<file path="config.mk">
export PLATFORM = sky130hd
export DESIGN_NAME = io_ser_front
export DESIGN_NICKNAME = d
export VERILOG_FILES = /design/src/rtl/io_ser_front_pkg.sv /design/src/rtl/io_ser_shift.sv /design/src/rtl/io_ser_front.sv
export SDC_FILE = /design/constraint.sdc
export NUM_CORES = 1
export LEC_CHECK = 0
export BUFFER_PORTS_ARGS = -buffer_cell sky130_fd_sc_hd__buf_2
export CORE_ASPECT_RATIO = 0.6
export CORE_MARGIN = 1.5
export CORE_UTILIZATION = 35
export CTS_CLUSTER_DIAMETER = 200
export DETAILED_ROUTE_END_ITERATION = 10
export GPL_TIMING_DRIVEN = 0
export PLACE_DENSITY = 0.65
export SETUP_SLACK_MARGIN = 0.3
export SLEW_MARGIN = 20
export SYNTH_ARGS = -nofsm -noshare
export SYNTH_HDL_FRONTEND = slang
export SYNTH_HIERARCHICAL = 1
export SYNTH_SLANG_ARGS = --single-unit
</file>
<file path="constraint.sdc">
create_clock -name clk -period 2.7 [get_ports clk]
set_clock_uncertainty 0.15 [all_clocks]
set_input_delay 0.54 -clock clk [delete_from_list [all_inputs] [get_ports clk]]
set_output_delay 0.54 -clock clk [all_outputs]
set_load 0.005 [all_outputs]
</file>
<file path="src/rtl/io_ser_front_pkg.sv">
`default_nettype none
// ============================================================================
// Module      : io_ser_front_pkg
// Description : Shared state encoding, default timeout and helpers for the
//               serial front end of the SRAM I/O path.
// Revision    : 1.0 - initial release
// ============================================================================
package io_ser_front_pkg;

    // Front-end controller states
    typedef enum logic [2:0] {
        ST_IDLE  = 3'd0,
        ST_HDR   = 3'd1,
        ST_DATA  = 3'd2,
        ST_ISSUE = 3'd3,
        ST_WAIT  = 3'd4,
        ST_SOUT  = 3'd5
    } state_t;

    // Default number of cycles to wait for a read response
    localparam int c_TMO_DEFAULT = 255;

    function automatic int max_int(input int a, input int b);
        return (a > b) ? a : b;
    endfunction

endpackage
`default_nettype wire

</file>
<file path="src/rtl/io_ser_shift.sv">
`default_nettype none
// ============================================================================
// Module      : io_ser_shift
// Description : Parallel-load / serial-in / serial-out shift register, MSB
//               first. Used for address capture, write data and readback.
// Revision    : 1.0 - initial release
// ============================================================================
module io_ser_shift #(
    parameter int W = 32
) (
    input  logic         clk,
    input  logic         reset,
    input  logic         i_load,
    input  logic [W-1:0] i_din,
    input  logic         i_shift,
    input  logic         i_sin,
    output logic [W-1:0] o_q
);

    logic [W-1:0] r_q;

    // Parallel load wins over shift; shifting moves toward the MSB
    always_ff @(posedge clk) begin
        if (!reset) begin
            r_q <= '0;
        end else if (i_load) begin
            r_q <= i_din;
        end else if (i_shift) begin
            r_q <= {r_q[W-2:0], i_sin};
        end
    end

    assign o_q = r_q;

endmodule
`default_nettype wire

</file>
<file path="src/rtl/io_ser_front.sv">
`default_nettype none
// ============================================================================
// Module      : io_ser_front
// Description : Serial frame front end. Receives opcode/address/data frames,
//               issues a request toward io_intf, waits for read data and
//               shifts it back out serially.
// Revision    : 1.0 - initial release
// ============================================================================
module io_ser_front
    import io_ser_front_pkg::*;
#(
    parameter int BITS   = 32,
    parameter int ADDR_W = 6,
    parameter int TMO    = c_TMO_DEFAULT
) (
    input  logic              clk,
    input  logic              reset,
    input  logic              ser_en,
    input  logic              ser_in,
    output logic              ser_out,
    output logic              ser_busy,
    output logic              req_val,
    input  logic              req_rdy,
    output logic              req_wr,
    output logic [ADDR_W-1:0] req_addr,
    output logic [BITS-1:0]   req_data,
    input  logic              rsp_val,
    input  logic [BITS-1:0]   rsp_data,
    output logic              done,
    output logic              err
);

    localparam int                 c_CNT_W     = $clog2(max_int(ADDR_W, BITS)) + 1;
    localparam logic [c_CNT_W-1:0] c_ADDR_LAST = c_CNT_W'(ADDR_W - 1);
    localparam logic [c_CNT_W-1:0] c_DATA_LAST = c_CNT_W'(BITS - 1);
    localparam logic [7:0]         c_TMO_LAST  = 8'(TMO - 1);

    state_t               r_state;
    state_t               w_next;
    logic                 r_op;
    logic [c_CNT_W-1:0]   r_cnt;
    logic [7:0]           r_tmo;
    logic                 r_done;
    logic                 r_err;

    logic                 w_op_ld;
    logic                 w_addr_sh;
    logic                 w_data_sh;
    logic                 w_data_ld;
    logic                 w_sin;
    logic                 w_cnt_inc;
    logic                 w_cnt_clr;
    logic                 w_tmo_inc;
    logic                 w_tmo_clr;
    logic                 w_done_set;
    logic                 w_err_set;
    logic [ADDR_W-1:0]    w_addr_q;
    logic [BITS-1:0]      w_data_q;

    io_ser_shift #(.W(ADDR_W)) u_addr (
        .clk     (clk),
        .reset   (reset),
        .i_load  (1'b0),
        .i_din   ({ADDR_W{1'b0}}),
        .i_shift (w_addr_sh),
        .i_sin   (ser_in),
        .o_q     (w_addr_q)
    );

    io_ser_shift #(.W(BITS)) u_data (
        .clk     (clk),
        .reset   (reset),
        .i_load  (w_data_ld),
        .i_din   (rsp_data),
        .i_shift (w_data_sh),
        .i_sin   (w_sin),
        .o_q     (w_data_q)
    );

    // State register
    always_ff @(posedge clk) begin
        if (!reset) begin
            r_state <= ST_IDLE;
        end else begin
            r_state <= w_next;
        end
    end

    // Next-state logic and datapath strobes
    always_comb begin
        w_next     = r_state;
        w_op_ld    = 1'b0;
        w_addr_sh  = 1'b0;
        w_data_sh  = 1'b0;
        w_data_ld  = 1'b0;
        w_cnt_inc  = 1'b0;
        w_cnt_clr  = 1'b0;
        w_tmo_inc  = 1'b0;
        w_tmo_clr  = 1'b0;
        w_done_set = 1'b0;
        w_err_set  = 1'b0;
        // Readback shifts zeros in behind the outgoing bits
        w_sin      = (r_state == ST_SOUT) ? 1'b0 : ser_in;
        case (r_state)
            ST_IDLE: begin
                if (ser_en) begin
                    w_op_ld   = 1'b1;
                    w_cnt_clr = 1'b1;
                    w_next    = ST_HDR;
                end
            end
            ST_HDR: begin
                if (!ser_en) begin
                    w_err_set = 1'b1;
                    w_cnt_clr = 1'b1;
                    w_next    = ST_IDLE;
                end else begin
                    w_addr_sh = 1'b1;
                    if (r_cnt == c_ADDR_LAST) begin
                        w_cnt_clr = 1'b1;
                        w_next    = r_op ? ST_DATA : ST_ISSUE;
                    end else begin
                        w_cnt_inc = 1'b1;
                    end
                end
            end
            ST_DATA: begin
                if (!ser_en) begin
                    w_err_set = 1'b1;
                    w_cnt_clr = 1'b1;
                    w_next    = ST_IDLE;
                end else begin
                    w_data_sh = 1'b1;
                    if (r_cnt == c_DATA_LAST) begin
                        w_cnt_clr = 1'b1;
                        w_next    = ST_ISSUE;
                    end else begin
                        w_cnt_inc = 1'b1;
                    end
                end
            end
            ST_ISSUE: begin
                if (req_rdy) begin
                    if (r_op) begin
                        w_done_set = 1'b1;
                        w_next     = ST_IDLE;
                    end else begin
                        w_tmo_clr = 1'b1;
                        w_next    = ST_WAIT;
                    end
                end
            end
            ST_WAIT: begin
                if (rsp_val) begin
                    w_data_ld = 1'b1;
                    w_cnt_clr = 1'b1;
                    w_next    = ST_SOUT;
                end else if (r_tmo == c_TMO_LAST) begin
                    w_err_set = 1'b1;
                    w_next    = ST_IDLE;
                end else begin
                    w_tmo_inc = 1'b1;
                end
            end
            ST_SOUT: begin
                w_data_sh = 1'b1;
                if (r_cnt == c_DATA_LAST) begin
                    w_cnt_clr  = 1'b1;
                    w_done_set = 1'b1;
                    w_next     = ST_IDLE;
                end else begin
                    w_cnt_inc = 1'b1;
                end
            end
            default: begin
                w_next = ST_IDLE;
            end
        endcase
    end

    // Opcode, bit/timeout counters, done pulse and sticky error
    always_ff @(posedge clk) begin
        if (!reset) begin
            r_op   <= 1'b0;
            r_cnt  <= '0;
            r_tmo  <= '0;
            r_done <= 1'b0;
            r_err  <= 1'b0;
        end else begin
            r_done <= w_done_set;
            if (w_err_set) begin
                r_err <= 1'b1;
            end
            if (w_op_ld) begin
                r_op <= ser_in;
            end
            if (w_cnt_clr) begin
                r_cnt <= '0;
            end else if (w_cnt_inc) begin
                r_cnt <= r_cnt + c_CNT_W'(1);
            end
            if (w_tmo_clr) begin
                r_tmo <= '0;
            end else if (w_tmo_inc) begin
                r_tmo <= r_tmo + 8'd1;
            end
        end
    end

    assign ser_out  = (r_state == ST_SOUT) && w_data_q[BITS-1];
    assign ser_busy = (r_state != ST_IDLE);
    assign req_val  = (r_state == ST_ISSUE);
    assign req_wr   = r_op;
    assign req_addr = w_addr_q;
    assign req_data = w_data_q;
    assign done     = r_done;
    assign err      = r_err;

endmodule
`default_nettype wire
</file>
# Word-level counts from Yosys, hierarchy flattened
# Index checks and enable logic that the tools add are counted.
# Widths: inputs -> output; s select.
# totals
register_bits	58
input_bits	38
out_inout_bits	44
word_cells	77
# classes
addsub	2
n_eq_ne	14
muxes	44
bitwise_logic	1
reduce_logical	8
# ops
operator	count
$mux 32	2
$mux 3	10
$mux 1	26
$pmux 3 s6	1
$ne 3x3->1 const B	3
$add 8x1->8 const B	1
$eq 8x8->1 const B	1
$add 6x1->6 const B	1
$eq 3x2->1 const B	2
$eq 3x3->1 const B	2
$eq 6x3->1 const B	1
$eq 6x5->1 const B	1
$pmux 1 s2	3
$reduce_and 6->1	1
$reduce_or 2->1	3
$pmux 1 s5	1
$ne 2x1->1 const B	2
$eq 3x1->1 const B	1
$logic_not 3->1	1
$pmux 1 s3	1
$reduce_bool 3->1	1
$ne 2x2->1 const B	1
$reduce_bool 2->1	1
$logic_and 1x1->1	1
$not 1->1	1

# Longest topological paths before layout
# Gate-level depths: netlist of the first run.
# logic_depth
depth_word	5
mapped_depth	7
depth_no_buf	7

# Modules after synthesis
# The synthesis of the first run kept the hierarchy.
# by_module_without_submodules
module	instances	cells_each	area_each_um2
io_ser_shift (u_data)	1	141	1778.0
io_ser_front	1	143	1202.4
io_ser_shift (u_addr)	1	26	322.8

# Worst setup path after synthesis of the first run
# OpenSTA, ideal clock, no wires.
# synth_path
kind	input -> register
startpoint	input ser_en
endpoint	register u_data.r_q[0], in the netlist u_data/o_q[0]
setup_time_ns	0.116
arrival_time_ns	1.793
required_ns	2.434
slack_ns	0.641
stages	6
path_cell_list	and4bb_2 > or2_2 > buf_6 > buf_12 > mux2_4 > o211a_1
# synth_via
elab_chain_cells	3
# synth_lines
element	line	rtl
start: declaration	io_ser_front.sv:18	input logic ser_en,
$mux 1	io_ser_front.sv:128	if (!ser_en) begin
$pmux 1 s2	io_ser_front.sv:104	case (r_state)
via w_data_sh	io_ser_front.sv:48	logic w_data_sh;
$reduce_bool 2->1 (no source line)	-	
end signal: assignment	io_ser_shift.sv:27	r_q <= i_din;
end signal: assignment	io_ser_shift.sv:29	r_q <= {r_q[W-2:0], i_sin};
end: declaration	io_ser_shift.sv:20	logic [W-1:0] r_q;
# The timed path passes the listed nets, and every way through them passes these cells.
# A chain may end at the register's enable or synchronous reset.

# Worst setup path in the final report of the first run
# layout_path
startpoint	register r_state[2]
endpoint	register u_data.r_q[21], in the netlist u_data/o_q[21]
# layout_via
elab_chain_cells	3
elab_cells_between_ends	7
classes_between	eq/ne: 3; mux: 3; reduce/logical: 1
# layout_lines
element	line	rtl
start: declaration	io_ser_front.sv:38	state_t r_state;
start signal: assignment	io_ser_front.sv:85	r_state <= w_next;
$eq 3x3->1 *	io_ser_front.sv:104	
$mux 1 *	io_ser_front.sv:104	
via w_data_ld	io_ser_front.sv:49	logic w_data_ld;
$mux 32 / $reduce_bool 2->1 (equally long branches)	-	
# Mark *: on every way through the listed nets, which the timed path passes. The rest lies on a longest branch.

==> out/summary.log, run 1 <==
[timing] max-slew violations 0
[floorplan] Vert. Die Dim 78.3 µm
[global_route] GR Util All Layers 17.1%
[route] remaining antenna violation count after routing 0
[status] run status finished, final reports clean
[global_route] remaining global-route overflow 0
[logic_synthesis] count of warnings emitted by yosys 6
[pwr] Total Power Consumption 2.26 mW
[timing] hold violation total from the final report 0
[route] met1 wire length 4200 µm
[route] wire length per cell after detailed routing 15.1 µm
[worst_setup_path] worst reg-to-reg setup slack 0.43 ns
[worst_setup_path] endpoint class of the critical path flop
[cells_and_area] FF+latch area 1160 µm²
[timing] Setup-failing EPs final 0
[logic_synthesis] area of the mapped netlist 3300 µm²
[timing] worst slew slack as a fraction of its limit 46.5%
[floorplan] Core Region 9160 µm²
[route] DRC Markers 0
[floorplan] Starting Density 36.1%
[hold_path] Hold Crit Class reg -> reg
[route] total iterations of the first detailed-routing run 4
[worst_setup_path] highest net fanout along the worst path 11
[cells_and_area] area of the multi-input gates 1980 µm²
[cells_and_area] area growth from synthesis to layout 27.9%
[cells_and_area] final design instance area without fill 4220 µm²
[clock_tree] quantity of hold-fixing buffers added after cts 0
[cells_and_area] n_diodes 0
[global_route] antenna violations before repair 0
[route] average via count per standard cell 4.87
[logic_synthesis] unique cell type count in the Yosys netlist 48
[logic_synthesis] flip-flop cell with the highest count after synthesis sky130_fd_sc_hd__dfxtp_1
[logic_synthesis] sequential cell area fraction in the yosys report 35.2%
[timing] Period minus WS final 2.27 ns
[logic_synthesis] synthesis-stage register bit count 58
[timing] RSZ-0062 raised after global routing no
[floorplan] Horiz. Die Dim 128 µm
[clock_tree] number of levels the H-tree was split into 3
[route] initial drt markers 125
[worst_setup_path] type of origin of the critical path flop
[cells_and_area] # fillers 877
[clock_tree] worst skew pair latency 0.33 ns
[clock_tree] CTS root buf sky130_fd_sc_hd__clkbuf_16
[logic_synthesis] number of flops mapped to enable cells by yosys 0
[logic_synthesis] FFs w/ async S/R, synth 0%
[cells_and_area] most common library cell in the layout ignoring fill and taps sky130_fd_sc_hd__buf_2
[cells_and_area] most used cells in the layout excluding fill and tap cells 83 x sky130_fd_sc_hd__buf_2, 58 x sky130_fd_sc_hd__dfxtp_1, 38 x sky130_fd_sc_hd__o211a_1
[route] met3 wire length 493 µm
[clock_tree] CTS clock-pin slew for the worst setup and hold paths 0.06 ns
[placed_design] post-DP HPWL 5880 µm
[worst_setup_path] Crit Path Category reg -> reg
[timing] Total Negative Setup Slacks 0 ns
[placed_design] routability congestion estimate 0.766
[placed_design] instance area after placement 3900 µm²
[clock_tree] number of CTS-inserted buffers 9
[clock_tree] CTS Buffer Depth 2
[placed_design] # port buffers 81
[pwr] standby leakage power 2.23 nW
[pwr] power per standard cell area 534 nW/µm²
[clock_tree] TritonCTS clock tree built
[cells_and_area] share of post-route cells with drive strength above 1 37.3%
[route] vias post-DR 2656
[worst_setup_path] CP required 2.77 ns
[route] highest metal layer used by the detailed router met4
[global_route] pin count of the biggest net entering global routing 13
[clock_tree] count of clock tree sinks 58
[timing] final cycle utilization of the critical path 84.1%
[timing] Worst Tran Pin Value 0.796 ns
[global_route] vias in the first global route 2584
[logic_synthesis] instance count of the mapped netlist 310
[worst_setup_path] Arrival @ worst endpoint 2.34 ns
[logic_synthesis] synthesized area per cell 10.7 µm²
[flow_run] count of maximum capacitance violations 0
[timing] Max Clock Freq 440 MHz
[route] Total Routed Length 8220 µm
[floorplan] Die ar. 10000 µm²
[pwr] Worst IR Drop VDD 287 µV
[floorplan] number of top-level pins 82
[floorplan] count of standard-cell rows 27
[cells_and_area] nets 452
[global_route] first-pass GRT wire length 13400 µm
[route] wire length on met2 3450 µm
-- timing repair --
| action | CTS | global route |
|---|---|---|
| buffers inserted | 0 | 0 |
| endpoints found under the setup margin | 0 | 21 |
| endpoints found under the hold margin | 0 | 0 |
| resized for setup | 0 | 3 |
-- cells in the mapped netlist, types with 2 or more instances --
| cell type | n | area [µm²] |
|---|---|---|
| sky130_fd_sc_hd__dfxtp_1 | 58 | 1160 |
| sky130_fd_sc_hd__mux2_2 | 2 | 22.5 |
| sky130_fd_sc_hd__mux2i_1 | 2 | 20.0 |
| sky130_fd_sc_hd__ha_1 | 4 | 50.1 |
| sky130_fd_sc_hd__nor3b_1 | 2 | 15.0 |
| sky130_fd_sc_hd__xor2_1 | 6 | 52.6 |
| sky130_fd_sc_hd__a21oi_1 | 5 | 25.0 |
| sky130_fd_sc_hd__mux2_4 | 36 | 541 |
| sky130_fd_sc_hd__and3_1 | 2 | 12.5 |
| sky130_fd_sc_hd__and2_1 | 3 | 18.8 |
| sky130_fd_sc_hd__nand2b_1 | 18 | 113 |
| sky130_fd_sc_hd__clkbuf_1 | 9 | 33.8 |
| sky130_fd_sc_hd__nand3_1 | 4 | 20.0 |
| sky130_fd_sc_hd__and4bb_2 | 2 | 25.0 |
| sky130_fd_sc_hd__nand2_1 | 11 | 41.3 |
| sky130_fd_sc_hd__o21ai_0 | 4 | 20.0 |
| sky130_fd_sc_hd__xnor2_1 | 7 | 61.3 |
| sky130_fd_sc_hd__inv_1 | 6 | 22.5 |
| sky130_fd_sc_hd__o31a_1 | 3 | 26.3 |
| sky130_fd_sc_hd__buf_4 | 3 | 22.5 |
| sky130_fd_sc_hd__or2b_1 | 21 | 158 |
| sky130_fd_sc_hd__nor3_1 | 3 | 15.0 |
| sky130_fd_sc_hd__a211oi_1 | 5 | 37.5 |
| sky130_fd_sc_hd__nor2_1 | 21 | 78.8 |
| sky130_fd_sc_hd__buf_6 | 4 | 45.0 |
| sky130_fd_sc_hd__buf_12 | 3 | 60.1 |
| sky130_fd_sc_hd__or3_1 | 2 | 12.5 |
| sky130_fd_sc_hd__buf_2 | 2 | 10.0 |
| sky130_fd_sc_hd__o211a_1 | 38 | 380 |
| sky130_fd_sc_hd__nand3b_1 | 3 | 22.5 |
| sky130_fd_sc_hd__nand4_1 | 4 | 25.0 |
-- critical path: stages (launching register included) --
cell and delay [ns]:
sky130_fd_sc_hd__dfxtp_1 0.30, sky130_fd_sc_hd__buf_2 0.18, sky130_fd_sc_hd__clkbuf_1 0.33, sky130_fd_sc_hd__and3_2 0.42, sky130_fd_sc_hd__clkbuf_1 0.37, sky130_fd_sc_hd__or2b_1 0.27
sky130_fd_sc_hd__o211a_1 0.13
-- kinds of logic (layout without fill, tap and decap cells) --
family                     count (synthesis)  count (layout)  share of synthesized area (%)
other                                      1               9                          0.114
muxes                                     40              40                           17.7
adders and majority gates                  4               4                           1.52
xor gates and xnor gates                  13              13                           3.45
buffers and inverters                     28             125                           5.98
AOI/OAI and AO/OA                         64              64                           17.5
DFF                                       58              58                           35.2
and+or+nand+nor                          102             102                           18.6
-- where the power goes --
group	switching [mW]	internal, mW	total [mW]
Combinational	0.0705	0.0733	0.144
Sequential	0.0122	0.869	0.882
Clock	0.401	0.829	1.23
Total	0.484	1.77	2.26
-- area by class of cell --
cell class                 instances  area share (%)
multi-input combinational        232            46.8
sequential                        58            27.5
timing repair buffer              81            9.60
clock buffer                      11            5.75
buffer                            22            4.18
tap                              130            3.85
clock inverter                     5            1.84
inverter                           6           0.533
-- registers in the layout (all words and copies together), names as in the netlist --
register    cells
done            1
err             1
r_cnt           6
r_state         3
r_tmo           8
req_wr          1
u_addr/o_q      6
u_data/o_q     32
-- stage by stage --
stage	hold slack, ns	setup WS (ns)	std cells	utilization (%)
after floorplan	0.322	0.641	318	-
after global placement	0.319	0.352	529	42.6
after detailed placement	0.318	0.384	529	42.6
after CTS	0.336	0.365	545	46.1
after global routing	0.353	0.323	545	46.1
final	0.337	0.430	545	46.1
-- path summary, 6_finish.rpt --
| check | from | end | cells after the start |
|---|---|---|---|
| worst max-delay path | r_state[2]$_SDFFE_PN0P_ | u_data/o_q[21]$_SDFFE_PN0P_ | 6 |
| worst min-delay path | err$_SDFFE_PN0P_ | err$_SDFFE_PN0P_ | 1 |
| worst max register to register | r_state[2]$_SDFFE_PN0P_ | u_data/o_q[21]$_SDFFE_PN0P_ | 6 |
| worst min register to register | err$_SDFFE_PN0P_ | err$_SDFFE_PN0P_ | 1 |
-- metal layers --
| metal | vias up | global-route usage, % |
|---|---|---|
| met5 | - | 0 |
| met1 | 1276 | 23.7 |
| met2 | 68 | 24.8 |
| met4 | 0 | 4.94 |
| met3 | 5 | 6.07 |
| li1 | 1307 | - |
Power figures use the tool's default switching activity.
==> run 2, diff against run 1 <==
- ABC_AREA: not set -> 1
- clock period: 2.7 -> 2.18 ns (I/O delays scaled with it)
==> run 2 against run 1 <==
Against the previous run:
- die area shrank 0.59%
- cell count grew 33%
- core utilization shrank 0.082 points
- register-to-register slack gained 0.03 ns
- combinational power grew to 8.2 times the previous value
- sequential share of layout area grew 0.32 points
- global-route usage shrank 0.69 points
- non-clock buffer count grew 1
- cell area shrank 0.18%
- critical endpoint is now ser_busy
==> out/summary.log, run 2 <==
[cells_and_area] area growth from synthesis to layout 28.4%
[worst_setup_path] R2R Path End u_data/o_q[21]$_SDFFE_PN0P_
[logic_synthesis] Yosys top cell area share 35.4%
[route] remaining antenna violation count after routing 0
[logic_synthesis] count of warnings emitted by yosys 6
[logic_synthesis] most area-hungry cell type in the Yosys netlist sky130_fd_sc_hd__dfxtp_1
[global_route] GR Util All Layers 16.4%
[cells_and_area] most common library cell in the layout ignoring fill and taps sky130_fd_sc_hd__nand2_1
[logic_synthesis] area of the mapped netlist 3280 µm²
[timing] final cycle utilization of the critical path 82.9%
[cells_and_area] nets 634
[floorplan] count of standard-cell rows 27
[logic_synthesis] Simple-Gate Fraction of Synth Area 43.5%
[pwr] power per standard cell area 898 nW/µm²
[route] initial drt markers 204
[route] average via count per standard cell 4.48
[logic_synthesis] share of the synthesized area in compound gates (AO/OA/AOI/OAI) 6.17%
[route] DRC Markers 0
[status] run status finished, final reports clean
[timing] Setup-failing EPs final 0
[worst_setup_path] Worst setup startpoint r_state[1]$_SDFFE_PN0P_
[cells_and_area] final design instance area without fill 4220 µm²
[logic_synthesis] unique cell type count in the Yosys netlist 35
[logic_synthesis] share of synthesized area spent on multiplexers 0%
[global_route] remaining global-route overflow 0
[logic_synthesis] synthesis-stage register bit count 58
[hold_path] Hold Crit Class in -> reg
[logic_synthesis] instance count of the mapped netlist 489
[logic_synthesis] sequential cell area fraction in the yosys report 35.4%
[clock_tree] CTS Buffer Depth 2
[logic_synthesis] dominant combinational cell family by area after synthesis simple AND/OR/NAND/NOR gates
[timing] Period minus WS final 1.81 ns
[logic_synthesis] flip-flop cell with the highest count after synthesis sky130_fd_sc_hd__dfxtp_1
[worst_setup_path] CP required 1.59 ns
[timing] final critical-path setup slack 0.373 ns
[global_route] antenna violations before repair 0
[route] wire length per cell after detailed routing 11.0 µm
[worst_setup_path] worst reg-to-reg setup slack 0.46 ns
[route] vias post-DR 3256
[logic_synthesis] most frequent cells after synthesis 150 x sky130_fd_sc_hd__nand2_1, 85 x sky130_fd_sc_hd__nand3_1, 65 x sky130_fd_sc_hd__inv_1
[floorplan] Starting Density 35.9%
[clock_tree] number of levels the H-tree was split into 3
[timing] Total Negative Setup Slacks 0 ns
[global_route] first-pass GRT wire length 13200 µm
[placed_design] pre-CTS setup slack 0.263 ns
[global_route] vias in the first global route 2835
[worst_setup_path] highest net fanout along the worst path 7
[logic_synthesis] FFs w/ async S/R, synth 0%
[flow_run] count of maximum capacitance violations 0
[floorplan] Core Region 9160 µm²
[placed_design] post-DP HPWL 5960 µm
[logic_synthesis] Synth Area in Adders 1.52%
[timing] hold violation total from the final report 0
[worst_setup_path] Reg2Reg Depth 9
[pwr] Worst IR Drop VDD 397 µV
[timing] Max Clock Freq 554 MHz
[logic_synthesis] synthesized area per cell 6.71 µm²
[worst_setup_path] last element of the critical path ser_busy
[clock_tree] number of CTS-inserted buffers 9
[logic_synthesis] Synth area leaders sky130_fd_sc_hd__dfxtp_1 35%, sky130_fd_sc_hd__nand2_1 17%, sky130_fd_sc_hd__nand3_1 13%, sky130_fd_sc_hd__inv_1 7.4%, sky130_fd_sc_hd__nand2_2 4.6%
[floorplan] Horiz. Die Dim 128 µm
[floorplan] Die ar. 9990 µm²
[placed_design] routability congestion estimate 0.839
[route] Total Routed Length 8020 µm
[cells_and_area] most used cells in the layout excluding fill and tap cells 150 x sky130_fd_sc_hd__nand2_1, 93 x sky130_fd_sc_hd__buf_2, 85 x sky130_fd_sc_hd__nand3_1
[cells_and_area] n_diodes 0
[cells_and_area] number of flip-flops under the largest register name 32
[worst_setup_path] Crit Path Category reg -> out
[floorplan] Vert. Die Dim 78.0 µm
[floorplan] number of top-level pins 82
[timing] RSZ-0062 raised after global routing yes
[clock_tree] quantity of hold-fixing buffers added after cts 0
[clock_tree] worst skew pair latency 0.32 ns
[timing] max-slew violations 0
[worst_setup_path] endpoint class of the critical path output port
[pwr] standby leakage power 2.24 nW
[logic_synthesis] xor/xnor share of the synthesized area 1.33%
[route] total iterations of the first detailed-routing run 4
[placed_design] # port buffers 81
[clock_tree] CTS root buf sky130_fd_sc_hd__clkbuf_16
[worst_setup_path] reg-to-reg critical path startpoint r_state[2]$_SDFFE_PN0P_
[clock_tree] count of clock tree sinks 58
[worst_setup_path] Arrival @ worst endpoint 1.22 ns
[cells_and_area] share of post-route cells with drive strength above 1 29.2%
[clock_tree] TritonCTS clock tree built
[logic_synthesis] number of flops mapped to enable cells by yosys 0
[worst_setup_path] type of origin of the critical path flop
[placed_design] instance area after placement 3870 µm²
[clock_tree] CTS clock-pin slew for the worst setup and hold paths 0.05 ns
[global_route] pin count of the biggest net entering global routing 18
[timing] worst-case hold slack 0.266 ns
[logic_synthesis] most instantiated library cell after synthesis sky130_fd_sc_hd__nand2_1
-- run 2: changes by cell type in the layout (fill, tap and decap cells not counted), moves of 6 or more --
cell                       change
sky130_fd_sc_hd__clkbuf_1      -8
sky130_fd_sc_hd__nand2_2      +24
sky130_fd_sc_hd__nand2_1     +139
sky130_fd_sc_hd__mux2_4       -36
sky130_fd_sc_hd__inv_1        +58
sky130_fd_sc_hd__nor2_2        +7
sky130_fd_sc_hd__a21oi_1       +8
sky130_fd_sc_hd__nand2b_1     -18
sky130_fd_sc_hd__nand3_1      +81
sky130_fd_sc_hd__buf_2        +10
sky130_fd_sc_hd__or2b_1       -21
sky130_fd_sc_hd__nor2_4        +6
sky130_fd_sc_hd__o211a_1      -38
-- run 2: layer usage --
metal | share of wire [%] | vias to the layer above | global-route usage (%)
li1 | - | 1728 | -
met1 | 50 | 1420 | 23.3
met2 | 42 | 103 | 24.4
met3 | 7.1 | 5 | 4.84
met4 | 0.52 | 0 | 4.04
met5 | 0 | - | 0
-- run 2: kinds of logic (layout without fill, tap and decap cells) --
group,count (synthesis),in the layout
simple gates,305,305
flops,58,58
fa+ha+maj,4,4
xor+xnor,5,5
compound gates,30,30
buf+inv,86,187
other cells,1,7
-- run 2: worst min path at each step --
stage,to,from,cells after the start
after global routing,u_data/o_q[19]$_SDFFE_PN0P_,rsp_data[19],5
final,u_data/o_q[9]$_SDFFE_PN0P_,rsp_data[9],5
after CTS,u_data/o_q[18]$_SDFFE_PN0P_,rsp_data[18],5
after floorplan,r_tmo[6]$_SDFFE_PP0P_,r_tmo[6]$_SDFFE_PP0P_,2
after global placement,err$_SDFFE_PN0P_,err$_SDFFE_PN0P_,2
after detailed placement,err$_SDFFE_PN0P_,err$_SDFFE_PN0P_,2
-- run 2: power breakdown --
| part | switching [mW] | internal (mW) | total (mW) | leakage [nW] |
|---|---|---|---|---|
| clock | 0.459 | 0.817 | 1.28 | 0.138 |
| sequential | 0.132 | 1.19 | 1.33 | 0.472 |
| combinational | 0.698 | 0.484 | 1.18 | 1.63 |
-- run 2: timing repair --
item,in CTS,in global routing
setup buffers,1,4
pin swaps,1,2
cloned,0,0
resized for setup,4,9
endpoints found under the hold margin,0,0
setup endpoints to repair,31,36
-- run 2: critical path, cell delays in order (launching register included) --
cell and delay [ns]:
sky130_fd_sc_hd__dfxtp_4 0.38, sky130_fd_sc_hd__nor2_4 0.14, sky130_fd_sc_hd__buf_4 0.13, sky130_fd_sc_hd__buf_4 0.10, sky130_fd_sc_hd__nand2_1 0.04, sky130_fd_sc_hd__buf_2 0.12
-- run 2: cell type report --
type                       instances  area [µm²]
timing repair buffer              86         443
inverter                          68         258
sequential                        58        1170
tap                              130         163
multi-input combinational        351        1770
clock buffer                      12         256
fill                             957        4940
buffer                            18         138
clock inverter                     3        15.0
-- run 2: stage by stage --
stage / util, % / cells / power, mW
after floorplan: - / 495 / 2.12
after global placement: 42.3 / 706 / 2.43
after detailed placement: 42.3 / 706 / 2.45
after CTS: 45.5 / 722 / 3.77
after global routing: 46.1 / 726 / 4.04
final: 46.1 / 726 / 3.78
==> run 3, diff against run 2 <==
- PLACE_DENSITY: 0.65 -> 0.68
- clock period: 2.18 -> 1.6 ns (I/O delays scaled with it)
==> run 3 against run 2 <==
Against the previous run:
- the run now ends with setup timing left
- sequential share of layout area shrank 4.7 points
- combinational power grew 140%
- cell area grew 30%
- via count grew 15%
- power grew 77%
- hold slack lost 0.13 ns
- critical endpoint is now ser_out
- clock-buffer cell count grew 1
- largest cell class unchanged
==> out/summary.log, run 3 (synthesized netlist as in run 2, its figures left out) <==
[global_route] first-pass GRT wire length 15900 µm
[timing] Total Negative Setup Slacks -2.41 ns
[floorplan] Core Region 9160 µm²
[floorplan] Die ar. 9990 µm²
[placed_design] routability congestion estimate 0.832
[clock_tree] worst skew pair latency 0.33 ns
[clock_tree] quantity of hold-fixing buffers added after cts 0
[clock_tree] CTS clock-pin slew for the worst setup and hold paths 0.05 ns
[floorplan] Starting Density 35.9%
[worst_setup_path] Crit Path Category reg -> out
[global_route] pin count of the biggest net entering global routing 18
[timing] Period minus WS final 1.70 ns
[cells_and_area] nets 680
[worst_setup_path] Arrival @ worst endpoint 1.23 ns
[clock_tree] CTS root buf sky130_fd_sc_hd__clkbuf_16
[route] total iterations of the first detailed-routing run 5
[hold_path] Hold Crit Class in -> reg
[cells_and_area] most common library cell in the layout ignoring fill and taps sky130_fd_sc_hd__nand2_1
[cells_and_area] number of flip-flops under the largest register name 32
[worst_setup_path] buffers and inverters on the worst path 2
[timing] RSZ-0062 raised after global routing yes
[timing] final cycle utilization of the critical path 106%
[pwr] standby leakage power 2.89 nW
[clock_tree] count of clock tree sinks 58
[worst_setup_path] CP required 1.13 ns
[floorplan] number of top-level pins 82
[route] vias post-DR 3753
[timing] Max Clock Freq 588 MHz
[floorplan] count of standard-cell rows 27
[timing] Setup-failing EPs final 44
[placed_design] post-DP HPWL 6310 µm
[worst_setup_path] Reg2Reg Depth 13
[route] Total Routed Length 10700 µm
[worst_setup_path] endpoint class of the critical path output port
[global_route] GR Util All Layers 19.9%
[route] DRC Markers 0
[hold_path] Min-Delay Startpoint rsp_data[25]
[hold_path] worst hold endpoint u_data/o_q[25]$_SDFFE_PN0P_
[worst_setup_path] highest net fanout along the worst path 6
[cells_and_area] share of post-route cells with drive strength above 1 57.2%
[clock_tree] number of CTS-inserted buffers 9
[cells_and_area] n_diodes 0
[global_route] antenna violations before repair 0
[flow_run] count of maximum capacitance violations 0
[clock_tree] number of levels the H-tree was split into 3
[worst_setup_path] maximum cell stage delay along the critical path 0.43 ns
[pwr] power per standard cell area 1230 nW/µm²
[clock_tree] CTS Buffer Depth 2
[worst_setup_path] reg-to-reg critical path startpoint r_state[1]$_SDFFE_PN0P_
[floorplan] Vert. Die Dim 78.0 µm
[route] average via count per standard cell 4.86
[cells_and_area] non-filler instance count after layout 773
[worst_setup_path] worst-path cell with the longest stage delay sky130_fd_sc_hd__dfxtp_4
[cells_and_area] most used cells in the layout excluding fill and tap cells 112 x sky130_fd_sc_hd__nand2_1, 84 x sky130_fd_sc_hd__buf_2, 51 x sky130_fd_sc_hd__inv_1
[status] violations in the final reports setup timing
[worst_setup_path] type of origin of the critical path flop
[worst_setup_path] kind of cell adding the most delay to the critical path flip-flops
[worst_setup_path] worst reg-to-reg setup slack -0.09 ns
[global_route] remaining global-route overflow 0
[hold_path] hold path depth 5
[timing] hold violation total from the final report 0
[route] remaining antenna violation count after routing 0
[worst_setup_path] worst-path cell chain nand2_4, nor2_4, inv_2, nor2_1, buf_2
[placed_design] placed insts 706
[timing] final critical-path setup slack -0.102 ns
[clock_tree] TritonCTS clock tree built
[placed_design] # port buffers 81
[status] run status finished with violations
[pwr] Worst IR Drop VDD 586 µV
[route] initial drt markers 149
[worst_setup_path] R2R Path End u_data/o_q[24]$_SDFFE_PN0P_
[route] wire length per cell after detailed routing 13.8 µm
[timing] max-slew violations 0
[cells_and_area] area growth from synthesis to layout 66.3%
[global_route] vias in the first global route 3399
[floorplan] Horiz. Die Dim 128 µm
run 3: cell count changes in the layout (fill, tap and decap cells not counted), sizes merged:
| cell | previous run | this run |
|---|---|---|
| buf | 103 | 149 |
| clkinvlp | 0 | 1 |
| clkbuf | 13 | 14 |
| clkinv | 3 | 2 |
run 3: how the worst max path moves through the flow:
stage	startpoint	slack, ns	depth (start not counted)	to
after floorplan	r_state[1]$_SDFFE_PN0P_	0.09	12	u_data/o_q[0]$_SDFFE_PN0P_
after global placement	r_state[1]$_SDFFE_PN0P_	-0.10	11	u_data/o_q[4]$_SDFFE_PN0P_
after detailed placement	r_state[1]$_SDFFE_PN0P_	-0.13	11	u_data/o_q[4]$_SDFFE_PN0P_
after CTS	r_state[0]$_SDFFE_PN0P_	-0.05	5	ser_out
after global routing	r_state[1]$_SDFFE_PN0P_	-0.17	13	u_data/o_q[20]$_SDFFE_PN0P_
final	r_state[0]$_SDFFE_PN0P_	-0.10	5	ser_out
run 3: power breakdown:
part           leakage (nW)  internal (mW)  total (mW)  switching, mW
Combinational          2.24           1.37        2.85           1.48
Sequential            0.497           1.65        1.88          0.228
Clock                 0.152           1.27        1.96          0.688
run 3: what timing repair did:
action,4_1_cts,5_1_grt
gates cloned,2,1
resized for setup,124,98
pin swaps,46,17
setup endpoints to repair,81,83
setup buffers,31,17
endpoints found under the hold margin,0,0
run 3: final cells by class:
class | instances | area, µm²
well taps | 130 | 163
multi-input cells | 351 | 2340
flip-flops and latches | 58 | 1260
clock inverters | 3 | 17.5
fillers | 765 | 3690
inverters | 68 | 275
clock buffers | 13 | 293
repair buffers | 132 | 903
plain buffers | 18 | 204
run 3: metrics by stage:
stage	hold WS [ns]	area [µm²]	worst slack (ns)	power [mW]	utilization [%]
after floorplan	0.268	3420	0.0918	3.01	-
after global placement	0.315	3990	-0.100	3.44	43.5
after detailed placement	0.326	3990	-0.126	3.48	43.5
after CTS	0.121	5000	-0.0532	6.21	54.6
after global routing	0.161	5460	-0.172	7.01	59.7
final	0.132	5460	-0.102	6.69	59.7
run 3: per-layer routing:
layer,global-route usage [%],wire (µm)
met5,0,0
met4,6.63,210
met3,5.11,561
met2,31.1,4950
met1,26.9,4950
run 3: worst register-to-register path, stage by stage, from the launching register on:
cell and delay (ns):
sky130_fd_sc_hd__dfxtp_4 0.38, sky130_fd_sc_hd__nor2_4 0.12, sky130_fd_sc_hd__nand2_2 0.07, sky130_fd_sc_hd__inv_2 0.06
sky130_fd_sc_hd__nand2_2 0.07, sky130_fd_sc_hd__inv_2 0.07, sky130_fd_sc_hd__buf_6 0.13, sky130_fd_sc_hd__nor2_8 0.05
sky130_fd_sc_hd__buf_12 0.14, sky130_fd_sc_hd__clkbuf_16 0.16, sky130_fd_sc_hd__nand2_4 0.05, sky130_fd_sc_hd__nand3_2 0.06
sky130_fd_sc_hd__nand2_1 0.06, sky130_fd_sc_hd__inv_1 0.04
